File: config.mk
export PLATFORM = sky130hd
export DESIGN_NAME = div_ctrl_flat
export DESIGN_NICKNAME = d
export VERILOG_FILES = /design/src/rtl/div_ctrl_pkg.sv /design/src/rtl/div_ctrl_if.sv /design/src/rtl/div_sign_fix.sv /design/src/rtl/div_ctrl.sv /design/src/flat_wrapper.sv
export SDC_FILE = /design/constraint.sdc
export NUM_CORES = 1
export LEC_CHECK = 0
export BUFFER_PORTS_ARGS = -buffer_cell sky130_fd_sc_hd__buf_2
export CORE_MARGIN = 5
export CORE_UTILIZATION = 53
export DETAILED_ROUTE_END_ITERATION = 16
export GPL_TIMING_DRIVEN = 1
export PLACE_DENSITY_LB_ADDON = 0.3
export SETUP_SLACK_MARGIN = 0.3
export SLEW_MARGIN = 20
export SYNTH_ARGS = -nofsm -noshare
export SYNTH_HDL_FRONTEND = slang
export SYNTH_SLANG_ARGS = --single-unit
File: constraint.sdc
create_clock -name clk -period 4.84 [get_ports clk]
set_clock_uncertainty 0.1 [all_clocks]
set_input_delay 0.484 -clock clk [delete_from_list [all_inputs] [get_ports clk]]
set_output_delay 0.484 -clock clk [all_outputs]
set_load 0.01 [all_outputs]
File: src/rtl/div_ctrl_pkg.sv
// Shared CPU definitions for the M-extension divide controller:
// divide/remainder opcodes, controller FSM encoding and opcode decode helpers.
package div_ctrl_pkg;

    localparam logic [2:0] OP_DIV  = 3'b100;
    localparam logic [2:0] OP_DIVU = 3'b101;
    localparam logic [2:0] OP_REM  = 3'b110;
    localparam logic [2:0] OP_REMU = 3'b111;

    localparam logic [1:0] ST_IDLE   = 2'd0;
    localparam logic [1:0] ST_START  = 2'd1;
    localparam logic [1:0] ST_WAIT   = 2'd2;
    localparam logic [1:0] ST_FINISH = 2'd3;

    localparam logic [31:0] INT_MIN = 32'h8000_0000;

    function automatic logic op_is_signed(input logic [2:0] op);
        return (op == OP_DIV) || (op == OP_REM);
    endfunction

    function automatic logic op_is_rem(input logic [2:0] op);
        return (op == OP_REM) || (op == OP_REMU);
    endfunction

endpackage

File: src/rtl/div_ctrl_if.sv
// Handshake between the divide controller and the external unsigned
// iterative divider core.
interface div_ctrl_if;

    logic        core_start;
    logic        core_abort;
    logic [31:0] core_dividend;
    logic [31:0] core_divisor;
    logic        core_done;
    logic [31:0] core_quotient;
    logic [31:0] core_remainder;

    modport master (
        output core_start, core_abort, core_dividend, core_divisor,
        input  core_done, core_quotient, core_remainder
    );

    modport slave (
        input  core_start, core_abort, core_dividend, core_divisor,
        output core_done, core_quotient, core_remainder
    );

endinterface

File: src/rtl/div_sign_fix.sv
// Sign handling around an unsigned divider: operand magnitudes and sign flags
// on issue, and sign correction plus quotient/remainder selection on completion.
module div_sign_fix (
    input  logic        is_signed,
    input  logic [31:0] rs1_val,
    input  logic [31:0] rs2_val,
    output logic [31:0] dividend_mag,
    output logic [31:0] divisor_mag,
    output logic        neg_quot,
    output logic        neg_rem,

    input  logic        neg_quot_q,
    input  logic        neg_rem_q,
    input  logic        sel_rem,
    input  logic [31:0] quotient,
    input  logic [31:0] remainder,
    output logic [31:0] result
);

    logic [31:0] quot_fix;
    logic [31:0] rem_fix;

    assign dividend_mag = (is_signed && rs1_val[31]) ? -rs1_val : rs1_val;
    assign divisor_mag  = (is_signed && rs2_val[31]) ? -rs2_val : rs2_val;

    // Quotient is negative when the signs differ; remainder follows the dividend.
    assign neg_quot = is_signed && (rs1_val[31] ^ rs2_val[31]);
    assign neg_rem  = is_signed && rs1_val[31];

    assign quot_fix = neg_quot_q ? -quotient  : quotient;
    assign rem_fix  = neg_rem_q  ? -remainder : remainder;
    assign result   = sel_rem ? rem_fix : quot_fix;

endmodule

File: src/rtl/div_ctrl.sv
// Divide/remainder issue controller: sequences an external unsigned divider,
// short-circuits divide-by-zero and signed overflow, and writes back the result.
module div_ctrl
    import div_ctrl_pkg::*;
(
    input  logic        clk,
    input  logic        rst,
    input  logic        div_start,
    input  logic [2:0]  div_op,
    input  logic [31:0] rs1_val,
    input  logic [31:0] rs2_val,
    input  logic [4:0]  rd_in,
    input  logic        flush,
    div_ctrl_if.master  core,
    output logic        stall,
    output logic        busy,
    output logic        wb_valid,
    output logic [4:0]  wb_rd,
    output logic [31:0] wb_data
);

    logic [1:0]  state;
    logic [1:0]  state_nxt;
    logic [2:0]  op_q;
    logic [4:0]  rd_q;
    logic        neg_quot_q;
    logic        neg_rem_q;
    logic [31:0] dividend_q;
    logic [31:0] divisor_q;

    logic        is_signed_in;
    logic        div_by_zero;
    logic        sign_ovf;
    logic        special;
    logic        issue;
    logic        done_ok;
    logic [31:0] special_result;
    logic [31:0] fixed_result;
    logic [31:0] dividend_mag;
    logic [31:0] divisor_mag;
    logic        neg_quot_in;
    logic        neg_rem_in;

    assign is_signed_in = op_is_signed(div_op);
    assign div_by_zero  = (rs2_val == 32'd0);
    assign sign_ovf     = is_signed_in && (rs1_val == INT_MIN) && (rs2_val == 32'hFFFF_FFFF);
    assign special      = div_by_zero || sign_ovf;

    // Flush in IDLE overrides div_start; flush in WAIT wins over core_done.
    assign issue   = (state == ST_IDLE) && div_start && !flush;
    assign done_ok = (state == ST_WAIT) && core.core_done && !flush;

    always_comb begin
        special_result = INT_MIN;
        if (div_by_zero)
            special_result = op_is_rem(div_op) ? rs1_val : 32'hFFFF_FFFF;
        else if (op_is_rem(div_op))
            special_result = 32'd0;
    end

    div_sign_fix u_sign_fix (
        .is_signed    (is_signed_in),
        .rs1_val      (rs1_val),
        .rs2_val      (rs2_val),
        .dividend_mag (dividend_mag),
        .divisor_mag  (divisor_mag),
        .neg_quot     (neg_quot_in),
        .neg_rem      (neg_rem_in),
        .neg_quot_q   (neg_quot_q),
        .neg_rem_q    (neg_rem_q),
        .sel_rem      (op_is_rem(op_q)),
        .quotient     (core.core_quotient),
        .remainder    (core.core_remainder),
        .result       (fixed_result)
    );

    always_comb begin
        // NOTE: default assignment first so every path drives state_nxt and no latch is inferred.
        state_nxt = state;
        case (state)
            ST_IDLE:   if (issue) state_nxt = special ? ST_FINISH : ST_START;
            ST_START:  state_nxt = flush ? ST_IDLE : ST_WAIT;
            ST_WAIT:   if (flush) state_nxt = ST_IDLE;
                       else if (core.core_done) state_nxt = ST_FINISH;
            ST_FINISH: state_nxt = ST_IDLE;
            default:   state_nxt = ST_IDLE;
        endcase
    end

    // NOTE: non-blocking assignments so every register samples pre-edge values.
    always_ff @(posedge clk or posedge rst) begin
        if (rst)
            state <= ST_IDLE;
        else
            state <= state_nxt;
    end

    // NOTE: operand and writeback registers are reset as well, since they drive outputs directly.
    always_ff @(posedge clk or posedge rst) begin
        if (rst) begin
            op_q       <= 3'd0;
            rd_q       <= 5'd0;
            neg_quot_q <= 1'b0;
            neg_rem_q  <= 1'b0;
            dividend_q <= 32'd0;
            divisor_q  <= 32'd0;
        end else if (issue && !special) begin
            op_q       <= div_op;
            rd_q       <= rd_in;
            neg_quot_q <= neg_quot_in;
            neg_rem_q  <= neg_rem_in;
            dividend_q <= dividend_mag;
            divisor_q  <= divisor_mag;
        end
    end

    always_ff @(posedge clk or posedge rst) begin
        if (rst) begin
            wb_rd   <= 5'd0;
            wb_data <= 32'd0;
        end else if (issue && special) begin
            wb_rd   <= rd_in;
            wb_data <= special_result;
        end else if (done_ok) begin
            wb_rd   <= rd_q;
            wb_data <= fixed_result;
        end
    end

    assign stall    = ((state == ST_IDLE) && div_start) || (state == ST_START) || (state == ST_WAIT);
    assign busy     = (state != ST_IDLE);
    assign wb_valid = (state == ST_FINISH) && !flush;

    assign core.core_start    = (state == ST_START) && !flush;
    assign core.core_abort    = flush && ((state == ST_START) || (state == ST_WAIT));
    assign core.core_dividend = dividend_q;
    assign core.core_divisor  = divisor_q;

endmodule

File: src/flat_wrapper.sv
// flat-port wrapper written by rule: the top's interface ports become plain ports
module div_ctrl_flat import div_ctrl_pkg::*;
  (clk, rst, div_start, div_op, rs1_val, rs2_val, rd_in, flush, stall, busy, wb_valid, wb_rd, wb_data, core_core_start, core_core_abort, core_core_dividend, core_core_divisor, core_core_done, core_core_quotient, core_core_remainder);
  div_ctrl_if core_i ();
  input  logic clk;
  input  logic rst;
  input  logic div_start;
  input  logic [2:0] div_op;
  input  logic [31:0] rs1_val;
  input  logic [31:0] rs2_val;
  input  logic [4:0] rd_in;
  input  logic flush;
  output logic stall;
  output logic busy;
  output logic wb_valid;
  output logic [4:0] wb_rd;
  output logic [31:0] wb_data;
  output wire logic [$bits(core_i.core_start)-1:0] core_core_start;
  output wire logic [$bits(core_i.core_abort)-1:0] core_core_abort;
  output wire logic [$bits(core_i.core_dividend)-1:0] core_core_dividend;
  output wire logic [$bits(core_i.core_divisor)-1:0] core_core_divisor;
  input wire logic [$bits(core_i.core_done)-1:0] core_core_done;
  input wire logic [$bits(core_i.core_quotient)-1:0] core_core_quotient;
  input wire logic [$bits(core_i.core_remainder)-1:0] core_core_remainder;
  assign core_core_start = core_i.core_start;
  assign core_core_abort = core_i.core_abort;
  assign core_core_dividend = core_i.core_dividend;
  assign core_core_divisor = core_i.core_divisor;
  assign core_i.core_done = core_core_done;
  assign core_i.core_quotient = core_core_quotient;
  assign core_i.core_remainder = core_core_remainder;
  div_ctrl u_core (.clk(clk), .rst(rst), .div_start(div_start), .div_op(div_op), .rs1_val(rs1_val), .rs2_val(rs2_val), .rd_in(rd_in), .flush(flush), .core(core_i), .stall(stall), .busy(busy), .wb_valid(wb_valid), .wb_rd(wb_rd), .wb_data(wb_data));
endmodule
==> impl_metrics.ini <==
[yosys]
seq_area_frac_synth_pct = 35.3
synth_area_leader_cell = sky130_fd_sc_hd__dfrtp_1
top_cells_by_area_synth = sky130_fd_sc_hd__dfrtp_1 35%, sky130_fd_sc_hd__xnor2_1 6.2%, sky130_fd_sc_hd__xor2_1 6.1%
post_synth.cell_area_avg_um2 = 8.33
synth.ff_latch_count = 112
syn-num-nets = 1105
synthCells = 954
async_flop_share_pct = 100
ys_dominant_reg_cell = sky130_fd_sc_hd__dfrtp_1
synth_top_area_share_pct = 35.3
post_synth_instance_area_um2 = 7940
post_synth_edffs = 0
synth_cell_type_count = 61
synth_warnings = 0

[layout]
final_cell_count_no_fill = 1359
antenna_cells_inserted = 0
layout-area-overhead-vs-synth_pct = 19.5
n_fill_cell = 1311
nNetsFinal = 1322
share_of_post_route_cells_with_drive_strength_above_1_pct = 24.9

[route]
post_drt_via_cell_ratio = 6.13
routed_wl_mm = 25.8
detail-route-antenna-nets = 0
drcViolationCount = 0
first_pass_iters = 5
routedWlPerCell_um = 19.0
route.vias.total = 8330
drt_iter0_markers = 627

[floorplan]
row_count = 44
initial_core_util_pct = 54.2
design.portCount = 247
design.core.area_um2 = 14600
die-area_um2 = 17500
die_x_um = 132
die-height_um = 132

[timing]
grt_setup_unrepaired = no
timing_worst_slew_pin_value_ns = 0.955
slew_violations = 0
final.setup.tns_ns = 0
finalSetupViolations = 0
count_of_final_hold_check_violations = 0
min_period_ns = 3.32
fmax_mhz = 301
fin_crit_sh_pct = 68.6
relSlewSlack_pct = 35.8

[worst_setup_path]
cp-start-kind = primary input
worst_ep_arrival_time_ns = 3.46
regToRegSetupSlack_ns = 1.93
slowest_stage = sky130_fd_sc_hd__or4_4
series_of_cell_instances_along_the_critical_path = buf_2 > inv_1 > ha_1 > nor3b_1 > nand2_1 > or4_4 > or2_1 > and3_4 > buf_4 > mux2_4
crit_type = primary input to flop
critical_path_required_ns = 4.98
worst-r2r-cell-count = 7
max_fanout_on_critical_path = 71
crit-reg2reg-capture = u_core.op_q[1]
worst_r2r_startpoint = u_core.state[1]
critical-path-max-stage-delay_ns = 0.56
critical_path.endpoint_type = flop

[grt]
first_pass_grt_wire_length_mm = 41.0
grt_use_total_pct = 28.8
grt_overflow = 0
via_count_of_the_first_global_routing_pass = 7863
largest_net_degree_at_the_start_of_global_routing = 72
grt_antenna_before_repair = 0

[pwr]
max-vdd-ir-drop_uv = 364
power_density_nw_per_um2 = 494
static_leak_nw = 4.00

[clock_network]
number_of_buffers_created_by_cts = 9
clk-insertion-delay-late_ns = 0.35
clock_tree_from_tritoncts = yes
numClockSinks = 112
clk_pin_slew_ns = 0.07
post-cts-setup-buffers = 0
cell_chosen_for_the_clock_root = sky130_fd_sc_hd__clkbuf_16
cts_max_path_buffers = 2
cts_max_level = 3
cts_resized = 0
cts_hold_buffers = 0

[placement]
dp_cells = 1344
gpl.final_weighted_congestion = 0.888
port_buffers = 246
place_hpwl_mm = 19.9

[hold_path]
hp-class = primary input to asynchronous set/reset pin

[job]
drv.max_cap_violation_count = 0

[outcome]
status = finished clean
## worst max-delay path by stage
stage	start	to	cells past startpoint
CTS	rs2_val[0]	u_core.op_q[1]	10
finish	rs2_val[0]	u_core.op_q[1]	10
floorplan	rst	u_core.core.core_dividend[0]	1
global placement	rs2_val[0]	u_core.op_q[2]	10
global route	rs1_val[1]	u_core.op_q[2]	10
detailed placement	rs2_val[0]	u_core.op_q[1]	10
## synthesized netlist by cell type (5+ instances only)
library cell and instances:
sky130_fd_sc_hd__xor2_1 55, sky130_fd_sc_hd__o211ai_1 12, sky130_fd_sc_hd__nor2b_1 5, sky130_fd_sc_hd__and2_1 7, sky130_fd_sc_hd__a2bb2oi_1 9, sky130_fd_sc_hd__nand2b_1 5, sky130_fd_sc_hd__dfrtp_1 112, sky130_fd_sc_hd__nor4_1 17
sky130_fd_sc_hd__o41ai_1 22, sky130_fd_sc_hd__nor2_1 124, sky130_fd_sc_hd__or4_1 11, sky130_fd_sc_hd__a31oi_1 5, sky130_fd_sc_hd__or3_1 20, sky130_fd_sc_hd__nand4_1 17, sky130_fd_sc_hd__o21ai_0 77, sky130_fd_sc_hd__a22oi_1 5
sky130_fd_sc_hd__a21oi_1 93, sky130_fd_sc_hd__xnor2_1 56, sky130_fd_sc_hd__o31ai_1 26, sky130_fd_sc_hd__inv_1 21, sky130_fd_sc_hd__nor3_1 20, sky130_fd_sc_hd__clkbuf_1 38, sky130_fd_sc_hd__nor3b_1 6, sky130_fd_sc_hd__nand3_1 20
sky130_fd_sc_hd__mux2_4 12, sky130_fd_sc_hd__buf_6 8, sky130_fd_sc_hd__ha_1 10, sky130_fd_sc_hd__mux2i_1 8, sky130_fd_sc_hd__nand2_1 78
## cells by family (layout without fill, tap and decap cells)
kind of cell / Yosys count / count (layout) / share of synthesized area [%]
and+or+nand+nor: 354 / 354 / 22.0
AOI/OAI and AO/OA: 277 / 277 / 21.6
DFF: 112 / 112 / 35.3
xor gates and xnor gates: 111 / 111 / 12.2
buffers and inverters: 70 / 291 / 4.08
muxes: 20 / 20 / 3.28
adders and majority gates: 10 / 10 / 1.58
## per-stage QoR
stage | hold slack, ns | total power, mW | util, % | area (um^2) | setup slack, ns
after floorplan | 0.381 | 3.11 | - | 7940 | 1.30
after global placement | 0.387 | 3.96 | 63.1 | 9240 | 1.25
after detailed placement | 0.400 | 4.01 | 63.1 | 9240 | 1.16
after CTS | 0.212 | 4.71 | 64.8 | 9490 | 1.53
after global routing | 0.245 | 5.03 | 64.8 | 9490 | 1.31
final | 0.172 | 4.69 | 64.8 | 9490 | 1.52
## final cells by class
type | instances | area (um^2) | area share [%]
clock buffers | 14 | 244 | 2.57
clock inverters | 1 | 5.00 | 0.0527
flip-flops and latches | 112 | 2800 | 29.5
repair buffers | 255 | 1300 | 13.7
well taps | 184 | 230 | 2.42
inverters | 21 | 81.3 | 0.857
multi-input cells | 772 | 4830 | 50.9
## placed cells by master (no fill, tap or decap), drive strengths merged, types with 8 or more instances in the layout
master / netlist / routed
clkbuf: 38 / 14
or4: 13 / 13
or3: 20 / 20
mux2: 12 / 12
nor3: 21 / 21
xor2: 55 / 55
inv: 21 / 21
dfrtp: 112 / 112
nand4: 17 / 17
a2bb2oi: 9 / 9
nand3: 20 / 20
xnor2: 56 / 56
buf: 11 / 255
o31ai: 26 / 26
o21ai: 77 / 77
ha: 10 / 10
nor4: 21 / 21
o41ai: 22 / 22
nor2: 124 / 124
a21oi: 93 / 93
mux2i: 8 / 8
nand2: 79 / 79
o211ai: 12 / 12
## power by group
part | switching (mW) | internal (mW)
registers | 0.356 | 1.39
logic | 1.27 | 0.995
clock network | 0.333 | 0.348
## registers in the layout (all words and copies together) (netlist names)
signal                     cells
u_core.core.core_dividend     32
u_core.neg_quot_q              1
u_core.rd_q                    5
u_core.wb_rd                   5
u_core.wb_data                32
u_core.core.core_divisor      32
u_core.state                   2
u_core.neg_rem_q               1
u_core.op_q                    2
## per-layer routing
| metal | global-route usage (%) | routed length, um |
|---|---|---|
| met3 | 6.72 | 2190 |
| met5 | 0 | 0 |
| met2 | 46.9 | 12300 |
| met1 | 37.5 | 10300 |
| met4 | 10.9 | 998 |
## worst max-delay path, delay by kind of cell
kind | cells | cell delay [ns]
adder cells (fa/ha/maj) | 1 | 0.15
buffers and inverters | 3 | 0.58
multiplexers | 1 | 0.34
AND/OR/NAND/NOR | 5 | 1.90
Power figures use the tool's default switching activity.
